===== config.mk =====
export PLATFORM = sky130hd
export DESIGN_NAME = imem_fetch_responder
export DESIGN_NICKNAME = d
export VERILOG_FILES = /design/src/rtl/imem_fetch_responder.sv
export SDC_FILE = /design/constraint.sdc
export NUM_CORES = 2
export LEC_CHECK = 0
export ABC_AREA = 0
export ABC_CLOCK_PERIOD_IN_PS = 3530
export BUFFER_PORTS_ARGS = -buffer_cell sky130_fd_sc_hd__buf_2
export CAP_MARGIN = 20
export CORE_UTILIZATION = 39
export CTS_BUF_LIST = sky130_fd_sc_hd__clkbuf_4 sky130_fd_sc_hd__clkbuf_8
export CTS_CLUSTER_DIAMETER = 80
export DETAILED_ROUTE_END_ITERATION = 7
export GPL_TIMING_DRIVEN = 0
export PLACE_DENSITY = 0.56
export SLEW_MARGIN = 40
export SYNTH_ARGS = -nofsm -noshare
export SYNTH_HDL_FRONTEND = slang
export SYNTH_SLANG_ARGS = --single-unit

===== constraint.sdc =====
create_clock -name clk -period 3.53 [get_ports clk]
set_clock_uncertainty 0.2 [all_clocks]
set_input_delay 0 -clock clk [delete_from_list [all_inputs] [get_ports clk]]
set_output_delay 0 -clock clk [all_outputs]
set_load 0.02 [all_outputs]

===== src/rtl/imem_fetch_responder.sv =====
// Instruction-memory responder: accepts one fetch at a time over a valid/ready
// handshake, waits WAIT cycles, reads the local store and queues the result in
// a 2-entry response FIFO. flush drops the in-flight fetch and queued responses.
module imem_fetch_responder #(
  parameter int AW    = 16,
  parameter int DW    = 16,
  parameter int DEPTH = 256,
  parameter int WAIT  = 1
) (
  input  logic          clk,
  input  logic          rst,
  input  logic          req_valid,
  output logic          req_ready,
  input  logic [AW-1:0] req_addr,
  output logic          rsp_valid,
  input  logic          rsp_ready,
  output logic [DW-1:0] rsp_data,
  output logic [AW-1:0] rsp_addr,
  output logic          rsp_err,
  input  logic          flush,
  input  logic          ld_en,
  input  logic [AW-1:0] ld_addr,
  input  logic [DW-1:0] ld_data
);

  localparam int IW = (DEPTH > 1) ? $clog2(DEPTH) : 1;
  localparam int CW = (WAIT > 1) ? $clog2(WAIT) : 1;
  localparam logic [CW-1:0] CNT_INIT = (WAIT > 0) ? CW'(WAIT - 1) : '0;
  // One extra bit so DEPTH == 2**AW is still representable for the range check.
  localparam logic [AW:0] DEPTH_W = (AW + 1)'(DEPTH);

  typedef enum logic [1:0] {
    IDLE  = 2'd0,
    WAITS = 2'd1,
    READ  = 2'd2
  } state_t;

  typedef struct packed {
    logic [DW-1:0] data;
    logic [AW-1:0] addr;
    logic          err;
  } entry_t;

  state_t        state_q, state_d;
  logic [CW-1:0] cnt_q, cnt_d;
  logic [1:0]    count_q, count_d;
  entry_t        e0_q, e0_d;
  entry_t        e1_q, e1_d;
  logic [AW-1:0] addr_q, addr_d;
  logic [DW-1:0] mem_q [DEPTH];

  logic          accept;
  logic          push;
  logic          pop;
  logic          addr_in_range;
  logic          ld_in_range;
  entry_t        new_entry;

  // Handshake and head-of-FIFO outputs.
  assign req_ready     = (state_q == IDLE) && (count_q != 2'd2) && !flush;
  assign accept        = req_valid && req_ready;
  assign rsp_valid     = (count_q != 2'd0);
  assign pop           = rsp_valid && rsp_ready;
  assign rsp_data      = e0_q.data;
  assign rsp_addr      = e0_q.addr;
  assign rsp_err       = e0_q.err;
  assign addr_in_range = ({1'b0, addr_q} < DEPTH_W);
  assign ld_in_range   = ({1'b0, ld_addr} < DEPTH_W);

  // Build the response for the latched address; out-of-range returns a NOP.
  always_comb begin
    new_entry      = '0;
    new_entry.addr = addr_q;
    if (addr_in_range) begin
      new_entry.data = mem_q[addr_q[IW-1:0]];
      new_entry.err  = 1'b0;
    end else begin
      new_entry.data = '0;
      new_entry.err  = 1'b1;
    end
  end

  // Fetch FSM next state: IDLE -> (WAITS) -> READ -> IDLE; flush overrides.
  always_comb begin
    state_d = state_q;
    cnt_d   = cnt_q;
    push    = 1'b0;
    addr_d  = addr_q;
    case (state_q)
      IDLE: begin
        if (accept) begin
          addr_d = req_addr;
          if (WAIT == 0) begin
            state_d = READ;
          end else begin
            state_d = WAITS;
            cnt_d   = CNT_INIT;
          end
        end
      end
      WAITS: begin
        if (cnt_q == '0) begin
          state_d = READ;
        end else begin
          cnt_d = cnt_q - CW'(1);
        end
      end
      READ: begin
        push    = 1'b1;
        state_d = IDLE;
      end
      default: begin
        state_d = IDLE;
      end
    endcase
    if (flush) begin
      state_d = IDLE;
      cnt_d   = '0;
      push    = 1'b0;
    end
  end

  // FIFO next state: head is always e0; a pop shifts e1 forward.
  always_comb begin
    e0_d    = e0_q;
    e1_d    = e1_q;
    count_d = count_q;
    if (flush) begin
      count_d = 2'd0;
    end else begin
      case ({push, pop})
        2'b10: begin
          if (count_q == 2'd0) begin
            e0_d = new_entry;
          end else begin
            e1_d = new_entry;
          end
          count_d = count_q + 2'd1;
        end
        2'b01: begin
          e0_d    = e1_q;
          count_d = count_q - 2'd1;
        end
        2'b11: begin
          if (count_q == 2'd1) begin
            e0_d = new_entry;
          end else begin
            e0_d = e1_q;
            e1_d = new_entry;
          end
        end
        default: begin
          count_d = count_q;
        end
      endcase
    end
  end

  // Control and FIFO registers; cleared by the asynchronous reset.
  always_ff @(posedge clk or negedge rst) begin
    if (!rst) begin
      state_q <= IDLE;
      cnt_q   <= '0;
      count_q <= 2'd0;
      e0_q    <= '0;
      e1_q    <= '0;
    end else begin
      state_q <= state_d;
      cnt_q   <= cnt_d;
      count_q <= count_d;
      e0_q    <= e0_d;
      e1_q    <= e1_d;
    end
  end

  // Latched fetch address and instruction store; the store survives reset and
  // a same-edge load to the address being read returns the old word.
  always_ff @(posedge clk) begin
    addr_q <= addr_d;
    if (ld_en && ld_in_range) begin
      mem_q[ld_addr[IW-1:0]] <= ld_data;
    end
  end

endmodule


==> impl_metrics.yaml <==
run_status:
  status: "finished, violations left"
  violations: "negative setup slack"
worst_hold_path:
  hp-start: "ld_addr[1]"
  hold_depth: 4
  min_path_type: "in -> reg"
  hold_end: "mem_q[19][0]"
global_routing:
  grtUsageTotal: 0.3220
  antenna_found_initial: 59
  grt_max_degree: 113
  grt_pass1_wl_um: 873400
  grt_pass1_vias: 89743
  grt_overflow: 0
critical_path:
  cpPeakStageDelay_ns: 0.47
  r2r_cells: 10
  critPathSlowestCell: "o211ai_1"
  path_class: "reg -> reg"
  rr_endpoint: "e1_q[24]"
  end_kind: "flop"
  crit_family: "buffers and inverters"
  ff2ff_setup_slack_ns: -0.46
  startpoint_type: "flop"
  cp_common_cell: "buf_6"
  crit_required_ns: 4.51
  critPathMaxFanout: 10
  crit_buf_inv: 5
  arrival_ns: 4.97
  path_cells: "buf_4 -> buf_6 -> buf_6 -> buf_6 -> clkbuf_4 -> mux2_2 -> o211ai_1 -> nand4_1 -> o21ai_4 -> o31ai_2"
power:
  power_frac_comb: 0.193
  power.leakage_nw: 66.29
  finalPower_mw: 120.3
  clockPowerShare: 0.350
  internal-power_mw: 84.92
  powerDensity_mw_per_mm2: 586.8
  netSwitchingFraction: 0.2940
  ir_worst_vdd_mv: 0.4012
  switching_power_mw: 35.36
  seqPwrFrac: 0.457
sta:
  rsz0062_at_grt: "yes"
  drv_slew: 0
  hold_violations: 0
  tightest_slew_ns: 1.012
  fin_ws_ns: -0.4599
  fmax_mhz: 250.6
  maxSlewHeadroom: 0.3237
  finalCriticalPeriod_ns: 3.990
  finalCritPeriodShare: 1.130
  finalSetupViolations: 36
finish:
  final_layout_size_suffix_gt1_frac: 0.4223
  design_area_mm2: 0.2050
  nets: 8942
  areaGrowthSynthToFinish_pct: 26.36
  nFillCells: 32640
synth:
  synth.most_common_cell: "edfxtp_1"
  synth-edff-count: 4112
  synth_top_cells_by_area: "edfxtp_1, mux4_2, mux2i_1"
  synthesis.area_mm2: 0.1622
  yosys_warnings: 0
  synth_area_leader_cell: "edfxtp_1"
  syn_nets: 7278
  ys_async_sr_fraction: 0.01671
  ys_ff_latch: 4190
  synth_area_per_cell_um2: 22.46
  yosysSeqAreaShare: 0.7730
  ys_types: 69
  ys_top_cells_by_count: "edfxtp_1, mux4_2, mux2i_1"
  yosys.area.top_type_share: 0.7612
  synthFlopType: "edfxtp_1"
  syn_inst: 7221
detailed_routing:
  ant_nets: 0
  viasPerCell: 6.349
  vias: 94899
  drc: 0
  wire_per_inst_um: 45.54
  drtIter0Drc: 17606
  drtPass1Iterations: 6
  routed_wl_um: 680700
floorplanning:
  start_util: 0.3921
  io-pin-count: 89
  core_mm2: 0.4137
  rows: 236
  dieHeight_um: 646.9
  die_w_um: 646.9
  dieArea_mm2: 0.4185
placement:
  portBuffers: 87
  dp_hpwl_um: 452200
  place_area_mm2: 0.1798
  gp_congestion: 1.054
clocking:
  cts_tree: "built"
  root_buffer: "clkbuf_8"
  clkLatencyLatePin_ns: 1.34
  cts_buffers: 687
  cts_max_level: 6
  clk_pin_slew_worst_paths_ns: 0.06
  cts.sinks: 4190
  clk_path_buf_depth: 4
job:
  drv_cap: 0
==> per-stage QoR <==
stage / worst slack, ns / utilization / hold slack (ns) / setup TNS (ns) / cells
finish: -0.4599 / 0.4955 / 0.02079 / -10.94 / 14948
global route: -0.3362 / 0.4952 / 0.0006388 / -7.892 / 14910
CTS: -0.3121 / 0.4914 / 0.009531 / -7.802 / 14802
detailed placement: -2.675 / 0.4345 / -0.2858 / -93.65 / 13125
global placement: -4.241 / 0.4097 / -0.02182 / -9058.07 / 12782
floorplan: 0.5580 / - / -0.4956 / 0 / 7221
==> final cells by class <==
type,instances,area [µm²],share of cell area
clock buffers,924,11280,0.05505
diodes,45,112.6,0.0005494
well taps,5474,6849,0.03341
multi-input cells,2609,38160,0.1862
clock inverters,309,1949,0.009510
flip-flops and latches,4190,125400,0.6118
plain buffers,410,6872,0.03352
inverters,6,25.02,0.0001221
repair buffers,981,14330,0.06991
==> logic make-up after synthesis <==
family / Yosys count / synth area share
AO/OA/AOI/OAI: 489 / 0.02064
buffers and inverters: 422 / 0.01768
adder cells (fa/ha/maj): 3 / 0.0002314
XOR/XNOR: 2 / 0.0001080
multiplexers: 1444 / 0.1704
AND/OR/NAND/NOR: 671 / 0.01800
flip-flops: 4190 / 0.7730
==> routing by layer <==
| metal | GRT usage | vias to the layer above | wire length, µm |
|---|---|---|---|
| met4 | 0.2155 | 20 | 56100 |
| met5 | 0.002197 | - | 677 |
| met2 | 0.4524 | 8143 | 284600 |
| li1 | - | 34261 | - |
| met1 | 0.4050 | 50641 | 236800 |
| met3 | 0.1361 | 1834 | 102600 |
==> state kept, by name (all words and copies together), names as in the netlist, named ones only <==
register / flops
state_q: 2
rsp_data: 16
addr_q: 16
count_q: 2
e1_q: 33
rsp_err: 1
rsp_addr: 16
mem_q: 4096
==> power by group through the flow <==
stage | Combinational [mW] | Sequential [mW] | Clock (mW)
5_1_grt | 22.7 | 55.0 | 44.1
6_report | 23.2 | 55.0 | 42.1
3_5_place_dp | 17.7 | 56.0 | 0
3_3_place_gp | 17.1 | 56.2 | 0
2_1_floorplan | 7.66 | 56.2 | 0
4_1_cts | 21.5 | 55.0 | 42.1
==> tightest hold or removal path, stage by stage <==
cell and delay [ns]:
dlygate4sd3_1 0.64, buf_2 0.19, nand3_2 0.36, nor2_4 0.10
==> how the worst max path moves through the flow <==
stage	startpoint	to	slack, ns	depth (start not counted)
3_3_place_gp	flop	rsp_data[12]	-4.24	11
2_1_floorplan	count_q[0]	flop	0.56	6
6_report	flop	e1_q[24]	-0.46	10
4_1_cts	flop	e1_q[20]	-0.31	15
3_5_place_dp	flop	rsp_data[11]	-2.67	13
5_1_grt	flop	rsp_data[10]	-0.34	12
==> placed cells by master, fill, tap and decap left out, types with 61 or more instances in the layout <==
master	count
o22ai_1	71
buf_16	353
dfrtp_1	70
clkbuf_4	269
buf_2	82
buf_12	169
dlygate4sd3_1	121
clkinv_1	183
mux4_2	1038
mux2_2	66
clkinv_2	61
mux2i_1	271
clkbuf_8	701
edfxtp_1	4112
nor2_4	263
buf_4	333
nand2_1	151
buf_8	167
==> timing repair <==
item,CTS,global route
gates cloned,6,1
endpoints found under the setup margin,32,89
buffers inserted,305,105
gates resized for setup,1172,132
endpoints found under the hold margin,6821,22
pin swaps,91,65
hold buffers,135,3
Power figures use the tool's default switching activity.
